[src/rtl/game_pkg.sv]
// game_pkg: shared state encoding, bird channel index and level-width helper
package game_pkg;
  typedef enum logic [2:0] {IDLE, LOAD, PLAY, CLEAR, WON, LOST} game_state_t;
  localparam int BIRD = 0;
  function automatic int lvl_w(input int n);
    return (n > 2) ? $clog2(n) : 1;
  endfunction
endpackage

[src/rtl/frame_hit_pulse.sv]
// frame_hit_pulse: one pulse per frame for a hit channel
//   clk, reset       : clock, synchronous active-high reset
//   startOfFrame     : clears the per-frame flag
//   hit              : registered collision for this channel
//   pulse            : one-cycle pulse on the first hit of a frame
module frame_hit_pulse (
  input  logic clk,
  input  logic reset,
  input  logic startOfFrame,
  input  logic hit,
  output logic pulse
);
  logic r_flag;
  logic r_pulse;
  // a hit coinciding with the frame clear still fires and re-arms the flag
  always_ff @(posedge clk) begin
    if (reset) begin
      r_flag  <= 1'b0;
      r_pulse <= 1'b0;
    end else begin
      r_pulse <= hit & (~r_flag | startOfFrame);
      r_flag  <= hit | (r_flag & ~startOfFrame);
    end
  end
  assign pulse = r_pulse;
endmodule

[src/rtl/level_game_controller.sv]
// level_game_controller: bird collision pulses and multi-level game FSM
//   clk, reset                 : clock, synchronous active-high reset
//   startOfFrame, start_game   : frame pulse, start/restart request
//   draw_req                   : per-channel draw requests, bit 0 is the bird
//   pigs_left, birds_left      : level counters from the score/physics blocks
//   bird_in_flight             : bird currently moving
//   collision, any_collision   : registered bird-vs-channel overlap
//   hit_pulse, SingleHitPulse  : first hit per frame, per channel and global
//   level_load, current_level  : loader command and 0-based level index
//   game_over, game_won, playing : registered state decodes
module level_game_controller
  import game_pkg::*;
#(
  parameter  int NUM_OBJ      = 6,
  parameter  int NUM_LEVELS   = 3,
  parameter  int CNT_W        = 4,
  parameter  int CLEAR_FRAMES = 30,
  localparam int LVL_W        = lvl_w(NUM_LEVELS)
) (
  input  logic               clk,
  input  logic               reset,
  input  logic               startOfFrame,
  input  logic               start_game,
  input  logic [NUM_OBJ-1:0] draw_req,
  input  logic [CNT_W-1:0]   pigs_left,
  input  logic [CNT_W-1:0]   birds_left,
  input  logic               bird_in_flight,
  output logic [NUM_OBJ-2:0] collision,
  output logic               any_collision,
  output logic [NUM_OBJ-2:0] hit_pulse,
  output logic               SingleHitPulse,
  output logic               level_load,
  output logic [LVL_W-1:0]   current_level,
  output logic               game_over,
  output logic               game_won,
  output logic               playing
);
  logic [NUM_OBJ-2:0] r_collision;
  game_state_t        r_state, w_next;
  logic               r_armed, r_load, r_over, r_won, r_play;
  logic [7:0]         r_cnt;
  logic [LVL_W-1:0]   r_level;
  logic               w_done, w_last;

  always_ff @(posedge clk) begin
    if (reset) r_collision <= '0;
    else       r_collision <= draw_req[NUM_OBJ-1:1] & {(NUM_OBJ-1){draw_req[BIRD]}};
  end

  assign collision     = r_collision;
  assign any_collision = |r_collision;

  for (genvar k = 1; k < NUM_OBJ; k++) begin : g_hit
    frame_hit_pulse u_hit (
      .clk(clk), .reset(reset), .startOfFrame(startOfFrame),
      .hit(r_collision[k-1]), .pulse(hit_pulse[k-1])
    );
  end

  frame_hit_pulse u_single (
    .clk(clk), .reset(reset), .startOfFrame(startOfFrame),
    .hit(any_collision), .pulse(SingleHitPulse)
  );

  assign w_done = (r_cnt + 8'd1) == 8'(CLEAR_FRAMES);
  assign w_last = r_level == LVL_W'(NUM_LEVELS - 1);

  // the first frame after a load is skipped (armed) while the loader fills the counters
  always_comb begin
    w_next = r_state;
    case (r_state)
      IDLE, WON, LOST: w_next = start_game ? LOAD : r_state;
      LOAD:            w_next = PLAY;
      PLAY: begin
        if (start_game) w_next = LOAD;
        else if (startOfFrame && r_armed) begin
          if (pigs_left == '0) w_next = CLEAR;
          else if (birds_left == '0 && !bird_in_flight) w_next = LOST;
        end
      end
      CLEAR: begin
        if (start_game) w_next = LOAD;
        else if (startOfFrame && w_done) w_next = w_last ? WON : LOAD;
      end
      default: w_next = IDLE;
    endcase
  end

  always_ff @(posedge clk) begin
    if (reset) begin
      r_state <= IDLE;
      r_armed <= 1'b0;
      r_cnt   <= '0;
      r_level <= '0;
      r_load  <= 1'b0;
      r_play  <= 1'b0;
      r_won   <= 1'b0;
      r_over  <= 1'b0;
    end else begin
      r_state <= w_next;
      r_load  <= w_next == LOAD;
      r_play  <= w_next == PLAY;
      r_won   <= w_next == WON;
      r_over  <= w_next == LOST;
      // only a natural CLEAR->LOAD advances the level; every other entry restarts at 0
      if (w_next == LOAD) r_level <= (r_state == CLEAR && !start_game) ? r_level + 1'b1 : '0;
      if (r_state == LOAD) r_armed <= 1'b0;
      else if (r_state == PLAY && startOfFrame) r_armed <= 1'b1;
      r_cnt <= (r_state == CLEAR) ? r_cnt + 8'(startOfFrame) : '0;
    end
  end

  assign level_load    = r_load;
  assign current_level = r_level;
  assign game_over     = r_over;
  assign game_won      = r_won;
  assign playing       = r_play;
endmodule

[config.mk]
export PLATFORM = sky130hd
export DESIGN_NAME = level_game_controller
export DESIGN_NICKNAME = d
export VERILOG_FILES = /design/src/rtl/game_pkg.sv /design/src/rtl/frame_hit_pulse.sv /design/src/rtl/level_game_controller.sv
export SDC_FILE = /design/constraint.sdc
export NUM_CORES = 1
export LEC_CHECK = 0
export CORE_MARGIN = 2
export CORE_UTILIZATION = 50
export CTS_CLUSTER_DIAMETER = 40
export DETAILED_ROUTE_END_ITERATION = 10
export PLACE_DENSITY = 0.81
export SLEW_MARGIN = 10
export SYNTH_ARGS = -nofsm -noshare
export SYNTH_HDL_FRONTEND = slang
export SYNTH_HIERARCHICAL = 1
export SYNTH_SLANG_ARGS = --single-unit
[constraint.sdc]
create_clock -name clk -period 4 [get_ports clk]
set_input_delay 0.6 -clock clk [delete_from_list [all_inputs] [get_ports clk]]
set_output_delay 0.6 -clock clk [all_outputs]
set_load 0.005 [all_outputs]
==> key figures <==
Floorplanning
  – Die width: 58.4 um
  – Die Y-Extent: 58.4 um
  – # rows: 19
  – I/O pin cnt: 37
  – Die area: 0.00341 mm^2
  – Initial core utilization: 0.532
  – Core Region: 0.00278 mm^2

Timing
  – Highest clock rate: 350 MHz
  – Final setup violation count: 0
  – Post-layout min period: 2860 ps
  – Slew headroom: 0.725
  – Final TNS setup: 0 ps
  – Final Max Tran Viols: 0
  – Hold_ws: 488 ps
  – Final-report hold violation count: 0
  – Tcrit/Tclk final: 0.715
  – RSZ-0062 raised after global routing: no
  – Skew final: 5.48 ps
  – Slew @ Worst Pin: 411 ps
  – Final worst setup slack: 1140 ps

Critical path
  – Critical path peak fanout: 11
  – FF-to-FF End: current_level[0]
  – WP data arrival: 3110 ps
  – Startpoint types: input pin
  – Register-to-Register Setup Slack: 1750 ps
  – CP endpoint kind: flip-flop
  – Required time of the worst setup path: 4240 ps
  – WS Path Type: input pin to flip-flop
  – R2R depth: 6
  – Critical path launch point: startOfFrame
  – Crit Reg-Reg Startpoint: r_cnt[5]

Yosys
  – Synth Register Bits: 35
  – Post-synth top area cell: dfxtp_1
  – Top cell type's share of synthesized area: 0.474
  – Dominant cells by area after synthesis: dfxtp_1 47%, nor3b_2 5.9%, nand2b_4 5.6%
  – Syn_nets: 165
  – Mapped Area: 0.00148 mm^2
  – Register area share after synthesis: 0.474
  – Cells after Synth: 143
  – Yosys warns: 6
  – Syn avg cell area: 10.3 um^2
  – Post-synthesis cell type count: 39

Placement
  – Dpl ws: 767 ps
  – Port Buffers: 36
  – Post-DP HPWL: 2.15 mm
  – Placed Cells: 209
  – Routability cong.: 0.830

Power
  – Clock power frac: 0.296
  – VDD IR-drop max: 367 uV
  – Combinational Power Share: 0.131
  – Internal: 0.478 mW
  – Switching Fraction: 0.257
  – Pwr/cell area: 335 mW/mm^2
  – Psw: 0.166 mW
  – Sequential power share: 0.573
  – Leak: 0.716 nW

Clock network
  – # resized after CTS: 0
  – Clk sink count: 35
  – Deepest clock path buffer count: 2
  – CTS tree: yes
  – Worst-path clk slew: 110 ps
  – Post-CTS setup buffer count: 0
  – Hold buffers post-CTS: 0
  – Clk_lat worst skew: 340 ps
  – H-tree levels: 2
  – Cts bufs inserted: 5
  – CTS root buffer: clkbuf_4

Min path
  – HP Class: flip-flop to flip-flop
  – Hold EP: g_hit[2].u_hit/r_flag
  – Hold path depth: 2
  – Min-delay src: g_hit[2].u_hit/r_flag

Final layout
  – Nets: 207
  – # diodes: 0
  – Post-Layout Cell Count: 217
  – Synth-to-layout area growth: 30.1%
  – Fill cell count: 215
  – Layout cells sized above 1: 0.177

Job
  – MaxCap Viol Count: 0

Status
  – Status: complete, no violations

GRT
  – Initial antenna violation count: 0
  – Grt total ovfl: 0
  – First-pass GRT wire length: 4.91 mm
  – Largest net degree at the start of global routing: 22
  – Vias in the first global route: 1,116
  – Total Routing Usage GR: 0.193

Detailed routing
  – DR WL/cell: 13.0 um
  – Vias per cell: 5.16
  – Detail Route Antenna Nets: 0
  – Metal2 WL: 1.44 mm
  – Vias post-DR: 1,119
  – Pre-Repair DR Iteration Count: 4
  – Max layer used: met4
  – Total wire length: 2.82 mm
  – Met3 Wirelength: 135 um
  – Wl on met1: 1.20 mm
  – DRC viols: 0
  – DRT iter0 DRCs: 30
## per-stage QoR
| step | power, mW | area, um^2 | utilization |
|---|---|---|---|
| 4_1_cts | 0.653 | 1920 | 0.692 |
| 5_1_grt | 0.683 | 1920 | 0.692 |
| 3_5_place_dp | 0.462 | 1870 | 0.671 |
| 3_3_place_gp | 0.458 | 1870 | 0.671 |
| 6_report | 0.644 | 1920 | 0.692 |
| 2_1_floorplan | 0.417 | 1480 | - |
## metal layers
metal,vias up,GRT usage
met5,-,0
met4,0,0.0831
met3,6,0.0813
met2,22,0.308
met1,521,0.225
li1,570,-
## how the worst max path moves through the flow
stage	endpoint	slack [ps]	depth (start not counted)
6_report	current_level[0]	1140	7
5_1_grt	current_level[0]	1020	7
4_1_cts	current_level[0]	1140	7
3_5_place_dp	current_level[0]	770	7
3_3_place_gp	current_level[0]	890	7
2_1_floorplan	current_level[0]	1640	6
## area by class of cell
type	instances	area [um^2]	share of cell area
Inverter	10	37.5	0.0195
Clock buffer	5	37.5	0.0195
Tap cell	31	38.8	0.0202
Sequential cell	35	701	0.364
Multi-Input combinational cell	96	722	0.375
Clock inverter	3	20.0	0.0104
Timing Repair Buffer	37	368	0.191
## state kept, by name, summed over array words and instances, names as in the netlist
| signal | cells |
|---|---|
| level_load | 1 |
| g_hit.u_hit/r_flag | 5 |
| r_armed | 1 |
| r_state | 3 |
| u_single/pulse | 1 |
| g_hit.u_hit/pulse | 5 |
| playing | 1 |
| current_level | 2 |
| collision | 5 |
| r_cnt | 8 |
| game_won | 1 |
| game_over | 1 |
| u_single/r_flag | 1 |
## power by group through the flow
stage | sequential (mW) | clock (mW) | combinational [mW]
2_1_floorplan | 0.376 | 0 | 0.0410
3_3_place_gp | 0.377 | 0 | 0.0815
5_1_grt | 0.371 | 0.220 | 0.0914
3_5_place_dp | 0.377 | 0 | 0.0844
4_1_cts | 0.369 | 0.199 | 0.0849
6_report | 0.369 | 0.190 | 0.0842
## cell usage after synthesis (all sizes together)
cell and number:
a2111oi 1, a21o 1, a21oi 8, a22oi 1, a31oi 1, and2 7
and2b 3, and3 1, buf 2, dfxtp 35, ha 3, inv 10
mux2 2, nand2 5, nand2b 8, nand3 6, nand4 2, nor2 15
nor2b 1, nor3 6, nor3b 7, nor4 2, nor4b 1, o21ai 2
o311ai 1, o31ai 1, or2b 1, or3 4, or4 1, or4b 1
xnor2 1, xor2 3
## worst max-delay path, cell delays in order
cell and delay (ps):
clkdlybuf4s50_1 720, or4b_4 540, nor4_4 310, nor3_1 80
nor3_1 230, nor3b_2 280, mux2_1 340
## cell families after synthesis
group           after synthesis  synth area share
mux                           2            0.0152
compound gates               16            0.0770
buf+inv                      12            0.0381
flops                        35             0.474
fa+ha+maj                     3            0.0254
simple gates                 71             0.347
xor+xnor                      4            0.0237
## placed cells by master, fill, tap and decap left out, types with 2 or more instances in the layout
| cell type | Yosys | layout |
|---|---|---|
| nand2b_4 | 6 | 6 |
| nand2_1 | 5 | 5 |
| nand2b_1 | 2 | 2 |
| mux2_1 | 2 | 2 |
| nor3_1 | 6 | 6 |
| and2_1 | 5 | 5 |
| clkdlybuf4s50_1 | 0 | 36 |
| or3_1 | 3 | 3 |
| and2_2 | 2 | 2 |
| dfxtp_1 | 35 | 35 |
| nand4_1 | 2 | 2 |
| nand3_1 | 5 | 5 |
| a21oi_1 | 8 | 8 |
| inv_1 | 10 | 10 |
| clkinvlp_4 | 0 | 2 |
| nor2_1 | 15 | 15 |
| clkbuf_4 | 0 | 5 |
| o21ai_0 | 2 | 2 |
| nor3b_2 | 7 | 7 |
| and2b_2 | 2 | 2 |
| ha_1 | 3 | 3 |
| xor2_1 | 3 | 3 |
No activity file was read; power rests on OpenSTA's default activity.
